$ cat config.mk
export PLATFORM = sky130hd
export DESIGN_NAME = fm_ram_player
export DESIGN_NICKNAME = d
export VERILOG_FILES = /design/src/rtl/fm_ram_player.sv
export SDC_FILE = /design/constraint.sdc
export NUM_CORES = 1
export LEC_CHECK = 0
export ABC_CLOCK_PERIOD_IN_PS = 2300
export CAP_MARGIN = 40
export CORE_MARGIN = 2
export CORE_UTILIZATION = 25
export DETAILED_ROUTE_END_ITERATION = 7
export SKIP_CTS_REPAIR_TIMING = 1
export SLEW_MARGIN = 20
export SYNTH_ARGS = -nofsm -noshare
export SYNTH_HDL_FRONTEND = slang
export SYNTH_SLANG_ARGS = --single-unit
$ cat constraint.sdc
create_clock -name i_clk -period 2.3 [get_ports i_clk]
set_clock_uncertainty 0.2 [all_clocks]
set_input_delay 0.46 -clock i_clk [delete_from_list [all_inputs] [get_ports i_clk]]
set_output_delay 0.46 -clock i_clk [all_outputs]
set_load 0.02 [all_outputs]
$ cat src/rtl/fm_ram_player.sv
// fm_ram_player: paced RAM playback sequencer feeding frequency shifts to the FM modulator.
// Define FM_PLAYER_LOOP_EN to repeat the table forever instead of halting after i_last.
module fm_ram_player #(
    parameter int p_div_sz  = 16,
    parameter int p_addr_sz = 11,
    parameter int p_data_sz = 16
) (
    input  logic                 i_clk,
    input  logic                 i_nrst,
    input  logic                 i_en,
    input  logic [p_div_sz-1:0]  i_div,
    input  logic [p_addr_sz-1:0] i_last,
    output logic                 o_req,
    output logic [p_addr_sz-1:0] o_addr,
    input  logic                 i_acc,
    input  logic [p_data_sz-1:0] i_rdata,
    output logic [p_data_sz-1:0] o_shift_hz,
    output logic                 o_set,
    output logic                 o_underrun,
    output logic                 o_done
);
    typedef enum logic [1:0] {IDLE, WAIT, REQ, HALT} state_t;

    localparam logic [p_div_sz-1:0]  div_one  = {{(p_div_sz-1){1'b0}}, 1'b1};
    localparam logic [p_addr_sz-1:0] addr_one = {{(p_addr_sz-1){1'b0}}, 1'b1};

    state_t                 state_q, state_d;
    logic [p_div_sz-1:0]    div_q, div_d;
    logic [p_addr_sz-1:0]   addr_q, addr_d;
    logic [p_data_sz-1:0]   shift_q, shift_d;
    logic                   set_q, set_d;
    logic                   under_q, under_d;
    logic                   done_q, done_d;
    logic                   tick;
    logic                   at_last;

    assign tick       = div_q == i_div;
    assign at_last    = addr_q == i_last;
    // request is gated by accept so the arbiter sees it drop in the accept cycle
    assign o_req      = (state_q == REQ) && !i_acc;
    assign o_addr     = addr_q;
    assign o_shift_hz = shift_q;
    assign o_set      = set_q;
    assign o_underrun = under_q;
    assign o_done     = done_q;

    // next state: sample divider, read handshake, end-of-table rule, enable override
    always_comb begin
        state_d = state_q;
        div_d   = div_q;
        addr_d  = addr_q;
        shift_d = shift_q;
        set_d   = 1'b0;
        under_d = under_q;
        done_d  = done_q;
        if (state_q == WAIT || state_q == REQ)
            div_d = tick ? '0 : div_q + div_one;
        case (state_q)
            IDLE: state_d = REQ;
            WAIT: state_d = tick ? REQ : WAIT;
            REQ: begin
                if (tick && !i_acc)
                    under_d = 1'b1;
                if (i_acc) begin
                    set_d   = 1'b1;
                    shift_d = i_rdata;
                    if (at_last) begin
`ifdef FM_PLAYER_LOOP_EN
                        addr_d  = '0;
                        state_d = WAIT;
`else
                        state_d = HALT;
                        done_d  = 1'b1;
`endif
                    end else begin
                        addr_d  = addr_q + addr_one;
                        state_d = WAIT;
                    end
                end
            end
            default: state_d = HALT;
        endcase
        if (!i_en) begin
            state_d = IDLE;
            div_d   = '0;
            addr_d  = '0;
            shift_d = shift_q;
            set_d   = 1'b0;
            under_d = 1'b0;
            done_d  = 1'b0;
        end
    end

    // state registers; reset discards any read in flight
    always_ff @(posedge i_clk or negedge i_nrst) begin
        if (!i_nrst) begin
            state_q <= IDLE;
            div_q   <= '0;
            addr_q  <= '0;
            shift_q <= '0;
            set_q   <= 1'b0;
            under_q <= 1'b0;
            done_q  <= 1'b0;
        end else begin
            state_q <= state_d;
            div_q   <= div_d;
            addr_q  <= addr_d;
            shift_q <= shift_d;
            set_q   <= set_d;
            under_q <= under_d;
            done_q  <= done_d;
        end
    end
endmodule

==> flow_summary_export.csv, run 1 <==
group,metric,value,unit
cells_and_area,drive_gt1_frac,0.177,
global_routing,grt_overflow,0,
clock_tree,clock_sinks,48,
placed_design,portBuffers,77,
setup_path,start_kind,"primary input",
routing,drt_pre_antenna_iters,5,
setup_path,critPathMaxFanout,21,
power,ir_worst_vdd,0.571,mV
timing,finalSetupViolCount,0,
setup_path,timing.critical_path.from,"i_last[1]",
clock_tree,h-tree-depth,2,
timing,final_max_slew_viol_count,0,
cells_and_area,final_cell_count_no_fill,492,
cells_and_area,area_growth,49.0,%
timing,worst_pin_slew,639,ps
floorplan,die_x,106,um
floorplan,dieArea,11200,um^2
yosys,synthesis.nets,307,
clock_tree,cts_made_buffers,5,
yosys,synthArstFlopShare,1.00,
setup_path,crit_path_end_kind,"flip-flop",
power,leakage,1.62,nW
placed_design,dp.cells,484,
yosys,syn-cell-area,2590,um^2
clock_tree,clock-root-buffer,"clkbuf_8",
yosys,synth_ff_type,"dfrtp_1",
floorplan,ios,78,
timing,finalCritPeriodShare,0.979,
timing,finalHoldViolCount,0,
yosys,syn_area_per_cell,10.2,um^2
timing,timing.fmax,444,MHz
clock_tree,cts_tree,"built",
setup_path,r2r_start,"state_q[0]",
setup_path,arrival,2290,ps
placed_design,gp_congestion,0.816,
yosys,synth-seq-cells,48,
global_routing,antenna_found_initial,0,
global_routing,grt_max_degree,49,
cells_and_area,final-seq-area,1200,um^2
timing,max_slew_margin,0.574,
floorplan,fp-row-count,37,
yosys,synth_cells,254,
cells_and_area,nNetsFinal,408,
routing,ant_nets,0,
floorplan,die_h,106,um
routing,wl,6760,um
clock_tree,path_clk_slew,90,ps
routing,detail_route.drc_violations,0,
floorplan,fp.coreArea,10200,um^2
cells_and_area,final_area,3860,um^2
routing,wl_per_cell,13.7,um
yosys,ys_types,39,
global_routing,grt_pass1_wl,11400,um
routing,vias,2316,
timing,grt_setup_unrepaired,"yes",
setup_path,reg2reg_depth,7,
status,outcome,"finished clean",
clock_tree,clk_latency,300,ps
yosys,ys_seq_area_frac,0.463,
placed_design,place_hpwl,5030,um
setup_path,setup.worst_path.class,"in -> reg",
job,cap_violations,0,
yosys,synth_edf_count,0,
clock_tree,clockBufferDepth,2,
floorplan,start_util,0.255,
global_routing,grt_usage,0.125,
yosys,ys_warn_count,0,
global_routing,first_global_vias,2417,
power,cellPowerDensity,773,nW/um^2
routing,vias_per_cell,4.71,
cells_and_area,multiInputGateArea,1360,um^2
timing,min_period,2250,ps
setup_path,cp_data_required_time,2340,ps
cells_and_area,num_antenna_cells,0,
cells_and_area,nFillCells,1057,
power,total_power,2.99,mW
placed_design,dpl-instance-area,3710,um^2
routing,drt_iter0_drc,86,
worst_hold_path,holdCritPathClass,"in -> async",
[where the power goes]
| group | internal [mW] | switching, mW | leakage, nW |
|---|---|---|---|
| combinational | 0.635 | 0.592 | 0.934 |
| clock | 0.322 | 0.301 | 0.0541 |
| sequential | 1.02 | 0.113 | 0.635 |
| total | 1.98 | 1.01 | 1.62 |
[metal layers]
metal | vias to the layer above | routed length [um] | track usage
li1 | 1104 | - | -
met1 | 1139 | 3070 | 0.155
met2 | 64 | 3300 | 0.213
met3 | 9 | 289 | 0.0291
met4 | 0 | 106 | 0.0442
met5 | - | 0 | 0
[final timing paths]
path                       slack, ps             end
max reg2reg                      170       o_addr[9]
max in group asynchronous       1410       o_addr[3]
min reg2reg                      310  o_shift_hz[12]
max                               50       o_addr[9]
min                               60   o_shift_hz[6]
min in group i_clk               310  o_shift_hz[12]
[worst max-delay path: stages]
cell and delay (ps):
clkdlybuf4s50_1 470, xor2_1 190, nor4_2 90, a31o_1 250, buf_12 160, or4_1 520
a21oi_2 140
[stage by stage]
stage,setup slack (ps),TNS (ps),utilization,hold WS [ps]
CTS,-253,-253,0.375,68.6
global route,-28.2,-72.4,0.379,101
floorplan,205,0,-,-35.6
global placement,-216,-2730,0.364,287
finish,48.1,0,0.379,61.0
detailed placement,-242,-3740,0.364,294
[layout by cell type, fill, tap and decap left out, types with 2 or more instances in the layout]
| cell | Yosys | final |
|---|---|---|
| xnor2_1 | 8 | 8 |
| nor4b_1 | 2 | 2 |
| buf_4 | 1 | 25 |
| xor2_1 | 30 | 28 |
| a221oi_1 | 2 | 2 |
| nand2_1 | 15 | 15 |
| clkdlybuf4s50_1 | 0 | 75 |
| nor2b_1 | 4 | 4 |
| o31ai_1 | 4 | 4 |
| and4_1 | 3 | 2 |
| and3_1 | 2 | 2 |
| nor4_1 | 10 | 7 |
| o21ai_0 | 9 | 9 |
| and2_1 | 3 | 3 |
| nand4_1 | 7 | 7 |
| a21oi_1 | 11 | 10 |
| nor3_1 | 3 | 2 |
| dfrtp_1 | 48 | 48 |
| buf_12 | 0 | 2 |
| nor2_1 | 20 | 20 |
| clkbuf_8 | 0 | 5 |
| mux2_2 | 16 | 16 |
| nand3_1 | 13 | 13 |
| or4_1 | 4 | 4 |
| ha_1 | 6 | 6 |
| inv_1 | 7 | 7 |
| xor2_2 | 0 | 2 |
| a41oi_1 | 2 | 2 |
| or3_1 | 4 | 4 |
| nor4_2 | 0 | 3 |
[flip-flops by register name, indices dropped and copies added, names as in the netlist]
register	flops
div_q	16
o_done	1
o_underrun	1
state_q	2
o_addr	11
o_shift_hz	16
o_set	1
[Yosys cell counts (all sizes together), types with 2 or more instances]
| master | n | area share |
|---|---|---|
| a21oi | 11 | 0.021 |
| a221oi | 2 | 0.0068 |
| a31o | 2 | 0.0068 |
| a41oi | 2 | 0.0068 |
| and2 | 3 | 0.0072 |
| and3 | 2 | 0.0048 |
| and4 | 3 | 0.010 |
| buf | 3 | 0.0092 |
| clkbuf | 7 | 0.010 |
| dfrtp | 48 | 0.46 |
| ha | 6 | 0.029 |
| inv | 7 | 0.010 |
| mux2 | 16 | 0.069 |
| nand2 | 15 | 0.022 |
| nand3 | 13 | 0.025 |
| nand4 | 7 | 0.017 |
| nor2 | 20 | 0.029 |
| nor2b | 4 | 0.0097 |
| nor3 | 3 | 0.0058 |
| nor4 | 10 | 0.024 |
| nor4b | 2 | 0.0068 |
| o21ai | 10 | 0.021 |
| o31ai | 4 | 0.012 |
| or3 | 4 | 0.0097 |
| or4 | 4 | 0.012 |
| xnor2 | 8 | 0.027 |
| xor2 | 30 | 0.10 |
[kinds of logic after synthesis]
group                      synth area share
adders and majority gates            0.0290
muxes                                0.0695
xor gates and xnor gates              0.128
DFF                                   0.463
buffers and inverters                0.0309
and+or+nand+nor                       0.185
AOI/OAI and AO/OA                    0.0941
[area by class of cell]
type,instances,share of cell area
timing repair buffer,104,0.258
clock buffer,5,0.0178
tap,136,0.0440
sequential,48,0.311
clock inverter,3,0.0110
multi-input combinational,188,0.351
inverter,8,0.00777
Note: power is estimated with default switching activity, not from simulation.
==> inputs of run 2 (changes only) <==
Settings changed: CTS_BUF_LIST set to sky130_fd_sc_hd__clkbuf_4 sky130_fd_sc_hd__clkbuf_8.
==> results of run 2 <==
Final layout, timing and power as in run 1 (identical DEF).
